File: src/rtl/mc_controller_if.sv
// Control bus between the multi-cycle MIPS controller and its datapath.
// The controller takes the master modport; the datapath (or a bench) takes the slave modport.
interface mc_controller_if #(
  parameter int unsigned CNT_W = 32
);
  logic [5:0]       opcode;
  logic [5:0]       funct;
  logic             ALUzero;
  logic             IRWE;
  logic             PCWE;
  logic [1:0]       WACtrl;
  logic [1:0]       WDCtrl;
  logic [1:0]       ALUCtrl;
  logic             ALUBCtrl;
  logic             EXTCtrl;
  logic [1:0]       JumpCtrl;
  logic             DM_WE;
  logic             DM_RE;
  logic             GRFWE;
  logic             illegal;
  logic [CNT_W-1:0] retired;

  modport master (
    input  opcode, funct, ALUzero,
    output IRWE, PCWE, WACtrl, WDCtrl, ALUCtrl, ALUBCtrl, EXTCtrl, JumpCtrl,
    output DM_WE, DM_RE, GRFWE, illegal, retired
  );

  modport slave (
    output opcode, funct, ALUzero,
    input  IRWE, PCWE, WACtrl, WDCtrl, ALUCtrl, ALUBCtrl, EXTCtrl, JumpCtrl,
    input  DM_WE, DM_RE, GRFWE, illegal, retired
  );
endinterface

File: src/rtl/mc_controller.sv
// Multi-cycle MIPS control FSM: sequences FETCH/DECODE/EXEC/MEM/WB, drives datapath
// controls and PC/IR write enables, and counts retired instructions.
module mc_controller #(
  parameter int unsigned DM_LAT = 1,
  parameter int unsigned CNT_W  = 32
) (
  input logic            clk,
  input logic            reset,
  mc_controller_if.master bus
);

  typedef enum logic [2:0] {StFetch, StDecode, StExec, StMem, StWb} state_e;
  typedef enum logic [3:0] {
    InAddu, InSubu, InOri, InLui, InLw, InSw, InBeq, InJ, InJr, InJal, InIll
  } instr_e;

  localparam logic [3:0] MemLoad = 4'(DM_LAT - 1);

  state_e           state_q, state_d;
  logic [3:0]       mem_cnt_q, mem_cnt_d;
  logic [CNT_W-1:0] retired_q;
  instr_e           instr;
  logic             last_cycle;

  always_comb begin
    instr = InIll;
    case (bus.opcode)
      6'h00: begin
        case (bus.funct)
          6'h21:   instr = InAddu;
          6'h23:   instr = InSubu;
          6'h08:   instr = InJr;
          default: instr = InIll;
        endcase
      end
      6'h0D:   instr = InOri;
      6'h0F:   instr = InLui;
      6'h23:   instr = InLw;
      6'h2B:   instr = InSw;
      6'h04:   instr = InBeq;
      6'h02:   instr = InJ;
      6'h03:   instr = InJal;
      default: instr = InIll;
    endcase
  end

  always_comb begin
    state_d   = state_q;
    mem_cnt_d = mem_cnt_q;
    case (state_q)
      StFetch:  state_d = StDecode;
      StDecode: begin
        if (instr == InJ || instr == InJr || instr == InJal || instr == InIll) begin
          state_d = StFetch;
        end else begin
          state_d = StExec;
        end
      end
      StExec: begin
        if (instr == InBeq) begin
          state_d = StFetch;
        end else if (instr == InLw || instr == InSw) begin
          state_d   = StMem;
          mem_cnt_d = MemLoad;
        end else begin
          state_d = StWb;
        end
      end
      StMem: begin
        if (mem_cnt_q == 4'd0) begin
          state_d = (instr == InLw) ? StWb : StFetch;
        end else begin
          mem_cnt_d = mem_cnt_q - 4'd1;
        end
      end
      StWb:    state_d = StFetch;
      default: state_d = StFetch;
    endcase
  end

  // Leaving any non-FETCH state back to FETCH marks the instruction's final cycle.
  assign last_cycle = (state_q != StFetch) && (state_d == StFetch);

  always_ff @(posedge clk or negedge reset) begin
    if (!reset) begin
      state_q   <= StFetch;
      mem_cnt_q <= 4'd0;
      retired_q <= '0;
    end else begin
      state_q   <= state_d;
      mem_cnt_q <= mem_cnt_d;
      if (last_cycle) begin
        retired_q <= retired_q + CNT_W'(1);
      end
    end
  end

  always_comb begin
    bus.IRWE     = 1'b0;
    bus.PCWE     = 1'b0;
    bus.WACtrl   = 2'b00;
    bus.WDCtrl   = 2'b00;
    bus.ALUCtrl  = 2'b00;
    bus.ALUBCtrl = 1'b0;
    bus.EXTCtrl  = 1'b0;
    bus.JumpCtrl = 2'b00;
    bus.DM_WE    = 1'b0;
    bus.DM_RE    = 1'b0;
    bus.GRFWE    = 1'b0;
    bus.illegal  = 1'b0;
    // Outputs are forced low while reset is held so no write can leak through.
    if (reset) begin
      if (state_q == StFetch) begin
        bus.IRWE = 1'b1;
      end else begin
        bus.PCWE = last_cycle;
        case (instr)
          InAddu: bus.WACtrl = 2'b01;
          InSubu: begin
            bus.WACtrl  = 2'b01;
            bus.ALUCtrl = 2'b01;
          end
          InOri: begin
            bus.ALUCtrl  = 2'b10;
            bus.ALUBCtrl = 1'b1;
          end
          InLui: begin
            bus.ALUCtrl  = 2'b11;
            bus.ALUBCtrl = 1'b1;
          end
          InLw: begin
            bus.ALUBCtrl = 1'b1;
            bus.EXTCtrl  = 1'b1;
            bus.WDCtrl   = 2'b01;
            bus.DM_RE    = (state_q == StMem);
          end
          InSw: begin
            bus.ALUBCtrl = 1'b1;
            bus.EXTCtrl  = 1'b1;
            bus.DM_WE    = (state_q == StMem) && (mem_cnt_q == MemLoad);
          end
          InBeq: begin
            bus.ALUCtrl  = 2'b01;
            bus.JumpCtrl = bus.ALUzero ? 2'b01 : 2'b00;
          end
          InJ:  bus.JumpCtrl = 2'b10;
          InJr: bus.JumpCtrl = 2'b11;
          InJal: begin
            bus.WACtrl   = 2'b10;
            bus.WDCtrl   = 2'b10;
            bus.JumpCtrl = 2'b10;
          end
          default: bus.illegal = (state_q == StDecode);
        endcase
        bus.GRFWE = (state_q == StWb) || (state_q == StDecode && instr == InJal);
      end
    end
  end

  assign bus.retired = retired_q;

endmodule

File: src/flat_wrapper.sv
// flat-port wrapper written by rule: the top's interface ports become plain ports
module mc_controller_flat 
#(
  parameter int unsigned DM_LAT = 1,
  parameter int unsigned CNT_W  = 32
)
  (clk, reset, bus_opcode, bus_funct, bus_ALUzero, bus_IRWE, bus_PCWE, bus_WACtrl, bus_WDCtrl, bus_ALUCtrl, bus_ALUBCtrl, bus_EXTCtrl, bus_JumpCtrl, bus_DM_WE, bus_DM_RE, bus_GRFWE, bus_illegal, bus_retired);
  mc_controller_if #(.CNT_W(CNT_W)) bus_i ();
  input logic clk;
  input logic reset;
  input wire logic [$bits(bus_i.opcode)-1:0] bus_opcode;
  input wire logic [$bits(bus_i.funct)-1:0] bus_funct;
  input wire logic [$bits(bus_i.ALUzero)-1:0] bus_ALUzero;
  output wire logic [$bits(bus_i.IRWE)-1:0] bus_IRWE;
  output wire logic [$bits(bus_i.PCWE)-1:0] bus_PCWE;
  output wire logic [$bits(bus_i.WACtrl)-1:0] bus_WACtrl;
  output wire logic [$bits(bus_i.WDCtrl)-1:0] bus_WDCtrl;
  output wire logic [$bits(bus_i.ALUCtrl)-1:0] bus_ALUCtrl;
  output wire logic [$bits(bus_i.ALUBCtrl)-1:0] bus_ALUBCtrl;
  output wire logic [$bits(bus_i.EXTCtrl)-1:0] bus_EXTCtrl;
  output wire logic [$bits(bus_i.JumpCtrl)-1:0] bus_JumpCtrl;
  output wire logic [$bits(bus_i.DM_WE)-1:0] bus_DM_WE;
  output wire logic [$bits(bus_i.DM_RE)-1:0] bus_DM_RE;
  output wire logic [$bits(bus_i.GRFWE)-1:0] bus_GRFWE;
  output wire logic [$bits(bus_i.illegal)-1:0] bus_illegal;
  output wire logic [$bits(bus_i.retired)-1:0] bus_retired;
  assign bus_i.opcode = bus_opcode;
  assign bus_i.funct = bus_funct;
  assign bus_i.ALUzero = bus_ALUzero;
  assign bus_IRWE = bus_i.IRWE;
  assign bus_PCWE = bus_i.PCWE;
  assign bus_WACtrl = bus_i.WACtrl;
  assign bus_WDCtrl = bus_i.WDCtrl;
  assign bus_ALUCtrl = bus_i.ALUCtrl;
  assign bus_ALUBCtrl = bus_i.ALUBCtrl;
  assign bus_EXTCtrl = bus_i.EXTCtrl;
  assign bus_JumpCtrl = bus_i.JumpCtrl;
  assign bus_DM_WE = bus_i.DM_WE;
  assign bus_DM_RE = bus_i.DM_RE;
  assign bus_GRFWE = bus_i.GRFWE;
  assign bus_illegal = bus_i.illegal;
  assign bus_retired = bus_i.retired;
  mc_controller #(.DM_LAT(DM_LAT), .CNT_W(CNT_W)) u_core (.clk(clk), .reset(reset), .bus(bus_i));
endmodule
File: config.mk
export PLATFORM = sky130hd
export DESIGN_NAME = mc_controller_flat
export DESIGN_NICKNAME = d
export VERILOG_FILES = /design/src/rtl/mc_controller_if.sv /design/src/rtl/mc_controller.sv /design/src/flat_wrapper.sv
export SDC_FILE = /design/constraint.sdc
export NUM_CORES = 1
export LEC_CHECK = 0
export CORE_MARGIN = 5
export CORE_UTILIZATION = 40
export DETAILED_ROUTE_END_ITERATION = 10
export PLACE_DENSITY = 0.77
export SETUP_SLACK_MARGIN = 0.3
export SLEW_MARGIN = 40
export SYNTH_ARGS = -nofsm -noshare
export SYNTH_HDL_FRONTEND = slang
export SYNTH_SLANG_ARGS = --single-unit
File: constraint.sdc
create_clock -name clk -period 3.93 [get_ports clk]
set_clock_uncertainty 0.1 [all_clocks]
set_input_delay 0.786 -clock clk [delete_from_list [all_inputs] [get_ports clk]]
set_output_delay 0.786 -clock clk [all_outputs]
set_load 0.01 [all_outputs]
==> results_dict.tcl <==
set metrics [dict create \
    ys_types 54 \
    fin_tns_setup_ns 0 \
    routabilityCongestion 0.860 \
    vdd_drop_max_uv 348 \
    hold_viol 0 \
    slew_headroom 0.671 \
    power_switching_w 0.000534 \
    cts_sinks 39 \
    reg2reg_from "u_core.mem_cnt_q[0]" \
    place_inst 411 \
    synth.top_cell.area_share 0.398 \
    overflow 0 \
    p_sw_frac 0.388 \
    antenna_found_initial 0 \
    hpwlAfterDp_um 4820 \
    cts_buffers 5 \
    maxCapViolations 0 \
    path_cells "dlygate4sd2_1, buf_6, buf_8, nand4b_1, buf_4, a41oi_4, o31ai_4, or3_4, nor2_1, clkdlybuf4s15_1" \
    status "finished, final reports clean" \
    synth_common_cells "39 x dfrtp_1, 24 x nand2_1, 20 x xor2_1, 16 x nor3_1" \
    portBuffers 62 \
    reg2reg_slack_ns 1.21 \
    diodes 0 \
    routed_wl_um 7330 \
    clock.fmax_mhz 272 \
    ctsHoldBuffers 0 \
    worstHoldPathType "reg2reg" \
    dieWidth_um 88.3 \
    ant_nets 0 \
    endpoint_kind "primary output" \
    vias 2454 \
    final_nets 382 \
    synth_area_leaders "dfrtp_1 40%, xor2_1 7.1%, xnor2_1 5.4%, nand2_1 3.7%, nor4_1 3.6%" \
    die_area_sq_mm 0.00779 \
    worstSetupStartpoint "bus_opcode[1]" \
    tightest_slew_ns 0.490 \
    synthesis.instances 260 \
    combPwrFrac 0.421 \
    max_stage_delay_ns 0.40 \
    pwr-share-clk 0.194 \
    start_util 0.412 \
    cts_buffer_depth 2 \
    gr-usage-all-layers 0.192 \
    pre_cts_slack_ns -0.671 \
    design_area_sq_mm 0.00367 \
    fin_crit_ns 3.67 \
    drc 0 \
    seq_area_frac_synth 0.398 \
    tritoncts "built" \
    firstDrtPassIters 4 \
    critPathKind "in2out" \
    drtIter0Drc 82 \
    p_per_area_mw_per_mm2 375 \
    grt_pass1_vias 2500 \
    path_max_fanout 8 \
    grt_setup_unrepaired "true" \
    core_sq_mm 0.00596 \
    synth_seq_cells 39 \
    total_power_w 0.00138 \
    yosysWarnings 0 \
    synth.largest_area_cell "dfrtp_1" \
    slew_viol_final 0 \
    area_growth_pct 49.6 \
    grt_max_degree 45 \
    drive_gt1_frac 0.274 \
    io_pins 63 \
    syn_nets 278 \
    vias_per_cell 5.58 \
    pwr-share-seq 0.385 \
    synthFlopType "dfrtp_1" \
    htree_levels 2 \
    chipHeight_um 88.3 \
    cp.arrival_ns 2.79 \
    netlist_area_sq_mm 0.00245 \
    cellLeakagePower_nw 1.66 \
    fp-row-count 28 \
    syn_avg_cell_area_sq_um 9.43 \
    insertion_delay_ns 0.30 \
    worstHoldStart "u_core.bus.retired[31]" \
    root_buffer "clkbuf_8" \
    cp.required_ns 3.04 \
    p_int_w 0.000843 \
    start_kind "input pin" \
    finalSetupViolations 0 \
    grt_pass1_wl_um 11800 \
    postPlaceCellArea_sq_mm 0.00329 \
    stdcell_count 440 \
    fin_ws_ns 0.257 \
    post_drt_wl_per_cell_um 16.7 \
    clk_transition_reported_paths_ns 0.08 \
    synth_edf_count 0 \
    worst_path_max_delay_cell "or3_4" \
    synth.most_common_cell "dfrtp_1" \
    fin_crit_sh 0.934 \
    synthArstFlopShare 1.00 \
]
worst max-delay path, delay by kind of cell:
kind / cells / cell delay [ns]
compound gates: 2 / 0.42
buf+inv: 5 / 0.90
simple gates: 3 / 0.68
final timing paths:
path / to / depth (start not counted)
max reg2reg: u_core.bus.retired[31] / 9
max: bus_WACtrl[0] / 10
min in group asynchronous: u_core.bus.retired[6] / 2
max in group asynchronous: u_core.bus.retired[13] / 2
min reg2reg: u_core.bus.retired[31] / 1
min: u_core.bus.retired[31] / 1
registers in the layout (all words and copies together) (netlist names):
| register | count |
|---|---|
| u_core.bus.retired | 32 |
| u_core.mem_cnt_q | 4 |
| u_core.state_q | 3 |
power by group through the flow:
stage               Combinational (W)  Sequential [W]  Clock [W]
floorplan                    0.000332        0.000536          0
global route                 0.000632        0.000543   0.000293
CTS                          0.000560        0.000529   0.000272
detailed placement           0.000541        0.000536          0
global placement             0.000526        0.000535          0
finish                       0.000580        0.000530   0.000267
final cells by class:
class	count	area [sq um]
clock inverters	3	20.0
well taps	75	93.8
repair buffers	109	963
fillers	506	2290
flip-flops and latches	39	976
multi-input cells	202	1520
clock buffers	5	68.8
inverters	7	26.3
layout by cell type, fill, tap and decap left out, types with 8 or more instances in the layout:
cell             Yosys  layout
clkdlybuf4s50_1      0      37
nor2_1              15      15
nand3_1             13      13
buf_4                1      38
nor3_1              16      15
xor2_1              20      20
dfrtp_1             39      39
nand2_1             24      24
buf_6                4       8
nor4_1              14      13
nand4_1             11      11
xnor2_1             15      15
layer usage:
metal,vias to the layer above,GRT usage,part of all wire
li1,1153,-,-
met1,1182,0.248,0.41
met2,101,0.317,0.48
met3,18,0.0531,0.080
met4,0,0.0536,0.022
met5,-,0,0
through the flow:
| stage | hold slack, ns | util |
|---|---|---|
| floorplan | 0.372 | - |
| global placement | 0.368 | 0.552 |
| detailed placement | 0.371 | 0.552 |
| CTS | 0.386 | 0.598 |
| global route | 0.406 | 0.616 |
| finish | 0.379 | 0.616 |
logic make-up (layout without fill, tap and decap cells):
| kind of cell | Yosys count | in the layout | share of synthesized area |
|---|---|---|---|
| compound gates | 23 | 23 | 0.0781 |
| xor+xnor | 35 | 35 | 0.125 |
| fa+ha+maj | 3 | 3 | 0.0153 |
| buf+inv | 19 | 124 | 0.0439 |
| flops | 39 | 39 | 0.398 |
| mux | 3 | 3 | 0.0123 |
| simple gates | 138 | 138 | 0.327 |
repair_timing:
item,4_1_cts,5_1_grt
buffers inserted,14,7
resized for setup,70,27
endpoints found under the setup margin,15,11
pin swaps,14,12
Power figures use the tool's default switching activity.
